## src/rtl/lsu_seq_pkg.sv

```systemverilog
// ============================================================================
// Module   : lsu_seq_pkg
// Purpose  : Shared definitions for the load/store unit.
//            - funct3 size encodings (LSU_SIZE_B/H/W)
//            - lsu_state_t sequencer state encoding
//            - lsu_misaligned(): alignment check for a size/byte-offset pair
// Ports    : none (package)
// Revision : 1.0 - initial release
// ============================================================================
`default_nettype none

package lsu_seq_pkg;

  localparam logic [1:0] LSU_SIZE_B = 2'b00;
  localparam logic [1:0] LSU_SIZE_H = 2'b01;
  localparam logic [1:0] LSU_SIZE_W = 2'b10;

  typedef enum logic [1:0] {
    IDLE = 2'b00,
    REQ  = 2'b01,
    RESP = 2'b10
  } lsu_state_t;

  // Bytes never cross a word; halves must be even; words (and the unused
  // size 11, treated as word) must be word aligned.
  function automatic logic lsu_misaligned(input logic [1:0] size,
                                          input logic [1:0] off);
    logic mis;
    case (size)
      LSU_SIZE_B: mis = 1'b0;
      LSU_SIZE_H: mis = off[0];
      default:    mis = (off != 2'b00);
    endcase
    return mis;
  endfunction

endpackage : lsu_seq_pkg

`default_nettype wire

```

## src/rtl/lsu_seq_if.sv

```systemverilog
// ============================================================================
// Module   : lsu_seq_if
// Purpose  : Signal bundle between the core / data-memory bus and lsu_seq.
//            Signal names carry the LSU's point of view (i_ = into LSU).
// Modports : slave  - the LSU itself
//            master - the environment (core execute stage + memory bus)
// Signals  : i_valid, i_store, i_funct3[2:0], i_addr[31:0], i_wdata[31:0]
//            o_stall, o_rd_valid, o_rd_wdata[31:0], o_misaligned, o_bus_err
//            o_mem_req, o_mem_we, o_mem_addr[31:0], o_mem_wdata[31:0],
//            o_mem_wmask[3:0], i_mem_ack, i_mem_rdata[31:0]
// Revision : 1.0 - initial release
// ============================================================================
`default_nettype none

interface lsu_seq_if;

  // Core side
  logic        i_valid;
  logic        i_store;
  logic [2:0]  i_funct3;
  logic [31:0] i_addr;
  logic [31:0] i_wdata;
  logic        o_stall;
  logic        o_rd_valid;
  logic [31:0] o_rd_wdata;
  logic        o_misaligned;
  logic        o_bus_err;

  // Memory side
  logic        o_mem_req;
  logic        o_mem_we;
  logic [31:0] o_mem_addr;
  logic [31:0] o_mem_wdata;
  logic [3:0]  o_mem_wmask;
  logic        i_mem_ack;
  logic [31:0] i_mem_rdata;

  modport slave (
    input  i_valid, i_store, i_funct3, i_addr, i_wdata,
    output o_stall, o_rd_valid, o_rd_wdata, o_misaligned, o_bus_err,
    output o_mem_req, o_mem_we, o_mem_addr, o_mem_wdata, o_mem_wmask,
    input  i_mem_ack, i_mem_rdata
  );

  modport master (
    output i_valid, i_store, i_funct3, i_addr, i_wdata,
    input  o_stall, o_rd_valid, o_rd_wdata, o_misaligned, o_bus_err,
    input  o_mem_req, o_mem_we, o_mem_addr, o_mem_wdata, o_mem_wmask,
    output i_mem_ack, i_mem_rdata
  );

endinterface : lsu_seq_if

`default_nettype wire

```

## src/rtl/lsu_seq_align.sv

```systemverilog
// ============================================================================
// Module   : lsu_seq_align
// Purpose  : Combinational data steering for the load/store unit.
//            Store side: replicate store data into byte lanes and build mask.
//            Load side : extract the addressed byte/half/word and extend it.
// Ports    : st_size_i[1:0], st_off_i[1:0], st_data_i[31:0]  store request
//            st_lanes_o[31:0], st_mask_o[3:0]                 bus write data
//            ld_size_i[1:0], ld_unsigned_i, ld_off_i[1:0]     load request
//            ld_rdata_i[31:0]                                 bus read word
//            ld_data_o[31:0]                                  extended result
// Revision : 1.0 - initial release
// ============================================================================
`default_nettype none

module lsu_seq_align
  import lsu_seq_pkg::*;
(
  input  logic [1:0]  st_size_i,
  input  logic [1:0]  st_off_i,
  input  logic [31:0] st_data_i,
  output logic [31:0] st_lanes_o,
  output logic [3:0]  st_mask_o,
  input  logic [1:0]  ld_size_i,
  input  logic        ld_unsigned_i,
  input  logic [1:0]  ld_off_i,
  input  logic [31:0] ld_rdata_i,
  output logic [31:0] ld_data_o
);

  logic [31:0] ld_shifted;

  always_comb begin
    st_lanes_o = st_data_i;
    st_mask_o  = 4'b1111;
    case (st_size_i)
      LSU_SIZE_B: begin
        st_lanes_o = {4{st_data_i[7:0]}};
        st_mask_o  = 4'b0001 << st_off_i;
      end
      LSU_SIZE_H: begin
        st_lanes_o = {2{st_data_i[15:0]}};
        st_mask_o  = 4'b0011 << {st_off_i[1], 1'b0};
      end
      default: begin
        st_lanes_o = st_data_i;
        st_mask_o  = 4'b1111;
      end
    endcase
  end

  // Bring the addressed byte lane down to bit 0 before extension.
  assign ld_shifted = ld_rdata_i >> {ld_off_i, 3'b000};

  always_comb begin
    ld_data_o = ld_shifted;
    case (ld_size_i)
      LSU_SIZE_B: ld_data_o = ld_unsigned_i ? {24'h000000, ld_shifted[7:0]}
                                            : {{24{ld_shifted[7]}}, ld_shifted[7:0]};
      LSU_SIZE_H: ld_data_o = ld_unsigned_i ? {16'h0000, ld_shifted[15:0]}
                                            : {{16{ld_shifted[15]}}, ld_shifted[15:0]};
      default:    ld_data_o = ld_shifted;
    endcase
  end

endmodule : lsu_seq_align

`default_nettype wire

```

## src/rtl/lsu_seq.sv

```systemverilog
// ============================================================================
// Module   : lsu_seq
// Purpose  : Multi-cycle load/store unit between execute stage and a
//            word-aligned req/ack data bus. Stalls the core while an access
//            is outstanding and returns the extended load result.
//            Optional ack timeout enabled with macro LSU_TIMEOUT_EN.
// Params   : TIMEOUT_CYCLES - REQ cycles without ack before bus error
//                             (1..65535, used only with LSU_TIMEOUT_EN)
// Ports    : i_clk  - clock, rising edge
//            i_rst  - asynchronous active-high reset
//            bus    - lsu_seq_if.slave (core request/result + memory bus)
// Revision : 1.0 - initial release
// ============================================================================
`default_nettype none

module lsu_seq
  import lsu_seq_pkg::*;
#(
  parameter int unsigned TIMEOUT_CYCLES = 255
) (
  input  logic     i_clk,
  input  logic     i_rst,
  lsu_seq_if.slave bus
);

  lsu_state_t  state_q,  state_d;
  logic [31:0] addr_q,   addr_d;
  logic [1:0]  off_q,    off_d;
  logic        we_q,     we_d;
  logic [31:0] wdata_q,  wdata_d;
  logic [3:0]  mask_q,   mask_d;
  logic [1:0]  size_q,   size_d;
  logic        uns_q,    uns_d;
  logic        mis_q,    mis_d;
  logic [31:0] result_q, result_d;
  logic        stall;
  logic        req_misaligned;

  logic [31:0] st_lanes;
  logic [3:0]  st_mask;
  logic [31:0] ld_data;

`ifdef LSU_TIMEOUT_EN
  localparam logic [15:0] TMO_LAST = 16'(TIMEOUT_CYCLES - 1);
  logic [15:0] tmo_cnt_q, tmo_cnt_d;
  logic        err_q,     err_d;
`else
  logic unused_tmo_cfg;
  assign unused_tmo_cfg = (TIMEOUT_CYCLES == 0);
`endif

  lsu_seq_align u_align (
    .st_size_i     (bus.i_funct3[1:0]),
    .st_off_i      (bus.i_addr[1:0]),
    .st_data_i     (bus.i_wdata),
    .st_lanes_o    (st_lanes),
    .st_mask_o     (st_mask),
    .ld_size_i     (size_q),
    .ld_unsigned_i (uns_q),
    .ld_off_i      (off_q),
    .ld_rdata_i    (bus.i_mem_rdata),
    .ld_data_o     (ld_data)
  );

  assign req_misaligned = lsu_misaligned(bus.i_funct3[1:0], bus.i_addr[1:0]);

  always_ff @(posedge i_clk or posedge i_rst) begin
    if (i_rst) begin
      state_q   <= IDLE;
      addr_q    <= '0;
      off_q     <= '0;
      we_q      <= 1'b0;
      wdata_q   <= '0;
      mask_q    <= '0;
      size_q    <= '0;
      uns_q     <= 1'b0;
      mis_q     <= 1'b0;
      result_q  <= '0;
`ifdef LSU_TIMEOUT_EN
      tmo_cnt_q <= '0;
      err_q     <= 1'b0;
`endif
    end else begin
      state_q   <= state_d;
      addr_q    <= addr_d;
      off_q     <= off_d;
      we_q      <= we_d;
      wdata_q   <= wdata_d;
      mask_q    <= mask_d;
      size_q    <= size_d;
      uns_q     <= uns_d;
      mis_q     <= mis_d;
      result_q  <= result_d;
`ifdef LSU_TIMEOUT_EN
      tmo_cnt_q <= tmo_cnt_d;
      err_q     <= err_d;
`endif
    end
  end

  always_comb begin
    state_d   = state_q;
    addr_d    = addr_q;
    off_d     = off_q;
    we_d      = we_q;
    wdata_d   = wdata_q;
    mask_d    = mask_q;
    size_d    = size_q;
    uns_d     = uns_q;
    mis_d     = mis_q;
    result_d  = result_q;
    stall     = 1'b0;
`ifdef LSU_TIMEOUT_EN
    tmo_cnt_d = tmo_cnt_q;
    err_d     = err_q;
`endif
    case (state_q)
      IDLE: begin
        if (bus.i_valid) begin
          stall = 1'b1;
          mis_d = req_misaligned;
`ifdef LSU_TIMEOUT_EN
          tmo_cnt_d = '0;
          err_d     = 1'b0;
`endif
          if (req_misaligned) begin
            // No bus cycle; the fault is reported as the instruction retires.
            state_d = RESP;
          end else begin
            addr_d  = {bus.i_addr[31:2], 2'b00};
            off_d   = bus.i_addr[1:0];
            we_d    = bus.i_store;
            wdata_d = st_lanes;
            mask_d  = bus.i_store ? st_mask : 4'b0000;
            size_d  = bus.i_funct3[1:0];
            uns_d   = bus.i_funct3[2];
            state_d = REQ;
          end
        end
      end
      REQ: begin
        stall = 1'b1;
        if (bus.i_mem_ack) begin
          if (!we_q) result_d = ld_data;
          state_d = RESP;
        end
`ifdef LSU_TIMEOUT_EN
        // An ack in the limit cycle takes the branch above and completes.
        else if (tmo_cnt_q == TMO_LAST) begin
          err_d   = 1'b1;
          state_d = RESP;
        end else begin
          tmo_cnt_d = tmo_cnt_q + 16'd1;
        end
`endif
      end
      RESP: begin
        // i_valid here belongs to the retiring instruction and is ignored.
        state_d = IDLE;
      end
      default: state_d = IDLE;
    endcase
  end

  assign bus.o_stall      = stall;
  assign bus.o_mem_req    = (state_q == REQ);
  assign bus.o_mem_we     = we_q && (state_q == REQ);
  assign bus.o_mem_addr   = addr_q;
  assign bus.o_mem_wdata  = wdata_q;
  assign bus.o_mem_wmask  = mask_q;
  assign bus.o_rd_wdata   = result_q;
  assign bus.o_misaligned = (state_q == RESP) && mis_q;
`ifdef LSU_TIMEOUT_EN
  assign bus.o_rd_valid   = (state_q == RESP) && !we_q && !mis_q && !err_q;
  assign bus.o_bus_err    = (state_q == RESP) && err_q;
`else
  assign bus.o_rd_valid   = (state_q == RESP) && !we_q && !mis_q;
  assign bus.o_bus_err    = 1'b0;
`endif

endmodule : lsu_seq

`default_nettype wire

```

## src/flat_wrapper.sv

```systemverilog
// flat-port wrapper written by rule: the top's interface ports become plain ports
module lsu_seq_flat import lsu_seq_pkg::*;
#(
  parameter int unsigned TIMEOUT_CYCLES = 255
)
  (i_clk, i_rst, bus_i_valid, bus_i_store, bus_i_funct3, bus_i_addr, bus_i_wdata, bus_o_stall, bus_o_rd_valid, bus_o_rd_wdata, bus_o_misaligned, bus_o_bus_err, bus_o_mem_req, bus_o_mem_we, bus_o_mem_addr, bus_o_mem_wdata, bus_o_mem_wmask, bus_i_mem_ack, bus_i_mem_rdata);
  lsu_seq_if bus_i ();
  input  logic i_clk;
  input  logic i_rst;
  input wire logic [$bits(bus_i.i_valid)-1:0] bus_i_valid;
  input wire logic [$bits(bus_i.i_store)-1:0] bus_i_store;
  input wire logic [$bits(bus_i.i_funct3)-1:0] bus_i_funct3;
  input wire logic [$bits(bus_i.i_addr)-1:0] bus_i_addr;
  input wire logic [$bits(bus_i.i_wdata)-1:0] bus_i_wdata;
  output wire logic [$bits(bus_i.o_stall)-1:0] bus_o_stall;
  output wire logic [$bits(bus_i.o_rd_valid)-1:0] bus_o_rd_valid;
  output wire logic [$bits(bus_i.o_rd_wdata)-1:0] bus_o_rd_wdata;
  output wire logic [$bits(bus_i.o_misaligned)-1:0] bus_o_misaligned;
  output wire logic [$bits(bus_i.o_bus_err)-1:0] bus_o_bus_err;
  output wire logic [$bits(bus_i.o_mem_req)-1:0] bus_o_mem_req;
  output wire logic [$bits(bus_i.o_mem_we)-1:0] bus_o_mem_we;
  output wire logic [$bits(bus_i.o_mem_addr)-1:0] bus_o_mem_addr;
  output wire logic [$bits(bus_i.o_mem_wdata)-1:0] bus_o_mem_wdata;
  output wire logic [$bits(bus_i.o_mem_wmask)-1:0] bus_o_mem_wmask;
  input wire logic [$bits(bus_i.i_mem_ack)-1:0] bus_i_mem_ack;
  input wire logic [$bits(bus_i.i_mem_rdata)-1:0] bus_i_mem_rdata;
  assign bus_i.i_valid = bus_i_valid;
  assign bus_i.i_store = bus_i_store;
  assign bus_i.i_funct3 = bus_i_funct3;
  assign bus_i.i_addr = bus_i_addr;
  assign bus_i.i_wdata = bus_i_wdata;
  assign bus_o_stall = bus_i.o_stall;
  assign bus_o_rd_valid = bus_i.o_rd_valid;
  assign bus_o_rd_wdata = bus_i.o_rd_wdata;
  assign bus_o_misaligned = bus_i.o_misaligned;
  assign bus_o_bus_err = bus_i.o_bus_err;
  assign bus_o_mem_req = bus_i.o_mem_req;
  assign bus_o_mem_we = bus_i.o_mem_we;
  assign bus_o_mem_addr = bus_i.o_mem_addr;
  assign bus_o_mem_wdata = bus_i.o_mem_wdata;
  assign bus_o_mem_wmask = bus_i.o_mem_wmask;
  assign bus_i.i_mem_ack = bus_i_mem_ack;
  assign bus_i.i_mem_rdata = bus_i_mem_rdata;
  lsu_seq #(.TIMEOUT_CYCLES(TIMEOUT_CYCLES)) u_core (.i_clk(i_clk), .i_rst(i_rst), .bus(bus_i));
endmodule
```

## config.mk

```make
export PLATFORM = sky130hd
export DESIGN_NAME = lsu_seq_flat
export DESIGN_NICKNAME = d
export VERILOG_FILES = /design/src/rtl/lsu_seq_pkg.sv /design/src/rtl/lsu_seq_if.sv /design/src/rtl/lsu_seq_align.sv /design/src/rtl/lsu_seq.sv /design/src/flat_wrapper.sv
export SDC_FILE = /design/constraint.sdc
export NUM_CORES = 1
export LEC_CHECK = 0
export CORE_MARGIN = 3
export CORE_UTILIZATION = 46
export CTS_CLUSTER_SIZE = 10
export DETAILED_ROUTE_END_ITERATION = 12
export PLACE_DENSITY = 0.86
export SYNTH_ARGS = -nofsm -noshare
export SYNTH_HDL_FRONTEND = slang
export SYNTH_SLANG_ARGS = --single-unit
```

## constraint.sdc

```tcl
create_clock -name i_clk -period 10.1 [get_ports i_clk]
set_input_delay 2.02 -clock i_clk [delete_from_list [all_inputs] [get_ports i_clk]]
set_output_delay 2.02 -clock i_clk [all_outputs]
set_load 0.1 [all_outputs]
```

==> results.toml, run 1 <==
[outcome]
outcome = "finished, final reports clean"

[timing]
setup_tns_ns = 0
layout_setup_ws_ns = 4.30
tightest_slew_ns = 1.18
rsz0062_at_grt = "false"
fmax_mhz = 172
period_minus_slack_ns = 5.80
skew_ns = 0.00875
drv_slew = 0
hold_violations = 0
slew_headroom_pct = 21.6
fin_crit_sh_pct = 57.5
setup_viol = 0

[layout]
area.growth.synth_to_final_pct = 46.6
final_nets = 743
final_util_pct = 69.8
diodes = 0
layout-drive-gt1-share_pct = 12.0

[floorplan]
rows = 37
fp.coreArea_mm2 = 0.0104
die_h_um = 110
die_area_mm2 = 0.0121
die_w_um = 110
io_pins = 210
start_util_pct = 47.6

[grt]
globalRouteOverflowTotal = 0
grt_pass1_wl_um = 22000
track_usage_pct = 23.8
grt_pass1_vias = 4362
grt_start_max_net_pins = 65
grt_antenna_before_repair = 0

[placed_design]
hpwl_um = 10800
place_congestion = 0.817
port_buffers = 206
preCtsSetupSlack_ns = 4.29

[synth]
netlist_area_mm2 = 0.00496
yosys_register_bits = 107
async_flop_share_pct = 100
syn_area_per_cell_um2 = 11.0
synth_cells = 449
ys_seq_area_share_pct = 54.0
ys_types = 38
synthTopCellsByArea = "dfrtp_1 (54%), mux2_2 (12%), mux2i_1 (8.5%)"
synth_top_cell_by_area = "dfrtp_1"
synth_most_common_cell = "dfrtp_1"
synth_edf_count = 0
synth_top_area_share_pct = 54.0
synthTopCellsByCount = "dfrtp_1 (107), mux2_2 (51), o21ai_0 (49), nand2_1 (46), mux2i_1 (42)"
ys.warnings.count = 0
ys.flop_type = "dfrtp_1"

[clocking]
cts_root_buf = "clkbuf_8"
clock_sinks = 107
ctsHoldBuffers = 0
clockBufferDepth = 2
htree_levels = 3
postCtsResizedCells = 0
cts_setup_buffers = 0
insertion_delay_ns = 0.37
cts_tree = "yes"
clk_pin_slew_ns = 0.10
numCtsBuffers = 9

[worst_setup_path]
path_class = "input pin to output port"
cp-end-kind = "output port"
crit_path_max_fanout = 3
arrival_ns = 3.78
crit_path_start_kind = "input pin"
cp.required_ns = 8.08

[detailed_routing]
wl_per_cell_um = 18.3
wirelength_um = 14300
vias = 4159
drc = 0
first_iter_violations = 194
ant_nets = 0
drtPass1Iterations = 4
routed_via_density = 5.33

[hold_path]
hold_class = "flip-flop to flip-flop"

[flow_run]
maxCapViolCount = 0
==> placed cells by master, fill, tap and decap left out, drive strengths merged, types with 3 or more instances in the layout <==
cell type	synthesis	final
clkbuf	14	12
mux2i	42	42
dfrtp	107	107
conb	1	3
inv	3	3
and2	8	8
nor2b	3	3
clkdlybuf4s50	0	206
nand3	15	15
nor2	36	36
a21oi	26	26
mux2	51	51
nand2	46	46
nor3b	3	3
o21ai	50	50
a221o	9	9
buf	19	4
==> final timing paths <==
| path | slack, ns | to | startpoint | cells after the start |
|---|---|---|---|---|
| min | 0.49 | u_core.bus.o_mem_wdata[13] | u_core.bus.o_mem_wdata[13] | 2 |
| max | 4.30 | bus_o_stall | bus_i_valid | 4 |
| max reg2reg | 7.44 | u_core.bus.o_rd_wdata[23] | u_core.off_q[1] | 4 |
| max in group asynchronous | 6.86 | u_core.bus.o_rd_wdata[7] | i_rst | 3 |
| min reg2reg | 0.49 | u_core.bus.o_mem_wdata[13] | u_core.bus.o_mem_wdata[13] | 2 |
| min in group asynchronous | 2.07 | u_core.bus.o_mem_addr[26] | i_rst | 2 |
==> cells by family (layout without fill, tap and decap cells) <==
group	Yosys count	count (layout)	synth area share, %
AND/OR/NAND/NOR	121	121	11.5
flip-flops	107	107	54.0
multiplexers	94	94	20.5
AO/OA/AOI/OAI	90	90	10.3
buffers and inverters	36	229	3.66
other	1	3	0.0756
==> critical path: stages <==
cell and delay [ns]:
clkdlybuf4s50_1 0.50, nor2_1 0.05, nor2_1 0.08, clkdlybuf4s50_1 1.13
==> final cells by class <==
cell class              count  area, um2
repair buffers            210       2090
multi-input cells         308       2120
clock buffers              12        145
fillers                   766       3150
well taps                 136        170
inverters                   3       13.8
flip-flops and latches    107       2680
clock inverters             4       50.0
==> sequential cells by signal, indices dropped and copies added (netlist names), 2 cells and up <==
name / cells
u_core.bus.o_mem_wdata: 32
u_core.off_q: 2
u_core.bus.o_rd_wdata: 32
u_core.bus.o_mem_addr: 30
u_core.size_q: 2
u_core.state_q: 2
u_core.bus.o_mem_wmask: 4
==> metrics by stage <==
stage | cells | hold WS, ns | instance area [um2]
detailed placement | 764 | 0.469 | 7070
global placement | 764 | 0.461 | 7070
floorplan | 451 | 0.470 | 4970
global route | 780 | 0.521 | 7270
CTS | 780 | 0.492 | 7270
finish | 780 | 0.488 | 7270
==> per-layer routing <==
metal / vias up / track usage (%) / share of wire, %
li1: 1943 / - / -
met1: 1977 / 27.4 / 36
met2: 212 / 39.8 / 49
met3: 27 / 9.45 / 12
met4: 0 / 9.17 / 2.2
met5: - / 0 / 0
Power of run 1 is not shown: default switching activity piles up to over one toggle a cycle in this logic, so the estimate is an artifact.
==> run 2: changes to the inputs <==
--- a/config.mk
+++ b/config.mk
@@ -6,10 +6,10 @@
 export NUM_CORES = 1
 export LEC_CHECK = 0
 export CORE_MARGIN = 3
-export CORE_UTILIZATION = 46
+export CORE_UTILIZATION = 43
 export CTS_CLUSTER_SIZE = 10
 export DETAILED_ROUTE_END_ITERATION = 12
-export PLACE_DENSITY = 0.86
+export PLACE_DENSITY = 0.81
 export SYNTH_ARGS = -nofsm -noshare
 export SYNTH_HDL_FRONTEND = slang
 export SYNTH_SLANG_ARGS = --single-unit
==> constraint.sdc (replaced) <==
create_clock -name i_clk -period 5.5 [get_ports i_clk]
set_input_delay 1.1 -clock i_clk [delete_from_list [all_inputs] [get_ports i_clk]]
set_output_delay 1.1 -clock i_clk [all_outputs]
set_load 0.1 [all_outputs]
==> results.toml, run 2 (synthesized netlist as in run 1, its figures left out) <==
[detailed_routing]
wirelength_um = 14300
first_iter_violations = 171
drtPass1Iterations = 4
wl_per_cell_um = 18.2
ant_nets = 0
drc = 0
vias = 4150
routed_via_density = 5.28

[flow_run]
maxCapViolCount = 0

[clocking]
postCtsResizedCells = 0
clock_sinks = 107
clk_pin_slew_ns = 0.07
ctsHoldBuffers = 0
htree_levels = 3
insertion_delay_ns = 0.34
clockBufferDepth = 2
cts_root_buf = "clkbuf_16"
numCtsBuffers = 9
cts_setup_buffers = 0
cts_tree = "yes"

[worst_setup_path]
cp.required_ns = 4.40
path_class = "input pin to output port"
r2r-end = "u_core.bus.o_rd_wdata[29]"
crit_path_max_fanout = 3
r2r_setup_slack_ns = 3.01
timing.rr.start = "u_core.off_q[1]"
cp-end-kind = "output port"
arrival_ns = 2.85
reg2reg_depth = 5
crit_path_start_kind = "input pin"

[floorplan]
die_w_um = 113
fp.coreArea_mm2 = 0.0110
io_pins = 210
rows = 38
start_util_pct = 45.0
die_area_mm2 = 0.0129
die_h_um = 113

[timing]
drv_slew = 0
fin_crit_sh_pct = 71.9
setup_tns_ns = 0
period_minus_slack_ns = 3.95
setup_viol = 0
tightest_slew_ns = 1.15
rsz0062_at_grt = "false"
hold_slack_ns = 0.481
skew_ns = 0.0116
slew_headroom_pct = 23.1
fmax_mhz = 253
hold_violations = 0

[outcome]
outcome = "finished, final reports clean"

[grt]
grt_pass1_vias = 4447
grt_antenna_before_repair = 0
grt_start_max_net_pins = 69
track_usage_pct = 22.5
globalRouteOverflowTotal = 0
grt_pass1_wl_um = 22800

[layout]
final_nets = 745
multi_input_area_mm2 = 0.00212
instances_no_fill = 786
final_cell_mix = "clkdlybuf4s50_1 (206), dfrtp_1 (107), mux2_2 (51), o21ai_0 (49), nand2_1 (46)"
layout-drive-gt1-share_pct = 12.2
area.growth.synth_to_final_pct = 49.0
final_common_cell = "clkdlybuf4s50_1"
regArea_mm2 = 0.00268
diodes = 0
fillers = 858

[hold_path]
min_to = "u_core.bus.o_mem_wdata[11]"
hold_start = "u_core.bus.o_mem_wdata[11]"
hold_class = "flip-flop to flip-flop"
hold_depth = 2

[placed_design]
port_buffers = 206
hpwl_um = 10700
place_congestion = 0.877
dp.cells = 770
[run 2: per-stage QoR]
step	setup slack, ns	instance area [um2]	util [%]
floorplan	0.802	4970	-
global placement	1.52	7090	64.3
detailed placement	1.54	7090	64.3
CTS	1.54	7390	67.0
global route	1.46	7390	67.0
finish	1.55	7390	67.0
[run 2: worst max path at each step]
stage	startpoint	to	slack (ns)	depth (start not counted)
2_1_floorplan	u_core.state_q[0]	bus_o_rd_valid	0.80	1
3_3_place_gp	bus_i_valid	bus_o_stall	1.52	4
3_5_place_dp	bus_i_valid	bus_o_stall	1.54	4
4_1_cts	bus_i_valid	bus_o_stall	1.54	4
5_1_grt	bus_i_valid	bus_o_stall	1.46	4
6_report	bus_i_valid	bus_o_stall	1.55	4
[run 2: critical path: stages]
cell and delay, ns:
clkdlybuf4s50_1 0.48, nor2_1 0.04, nor2_1 0.09, clkdlybuf4s50_1 1.13
[run 2: metal layers]
metal  global-route usage [%]  wire, um  share of wire [%]
met1                     25.8      5470                 38
met2                     37.5      6860                 48
met3                     10.7      1720                 12
met4                     6.57       219                1.5
met5                        0         0                  0
[run 2: cell type report]
cell class                 count  share of cell area [%]
timing repair buffer         212                    28.5
multi-input combinational    308                    28.7
clock inverter                 4                   0.677
clock buffer                  12                    3.34
tap                          140                    2.37
sequential                   107                    36.2
inverter                       3                   0.186
Power of run 2 is left out for the same reason.
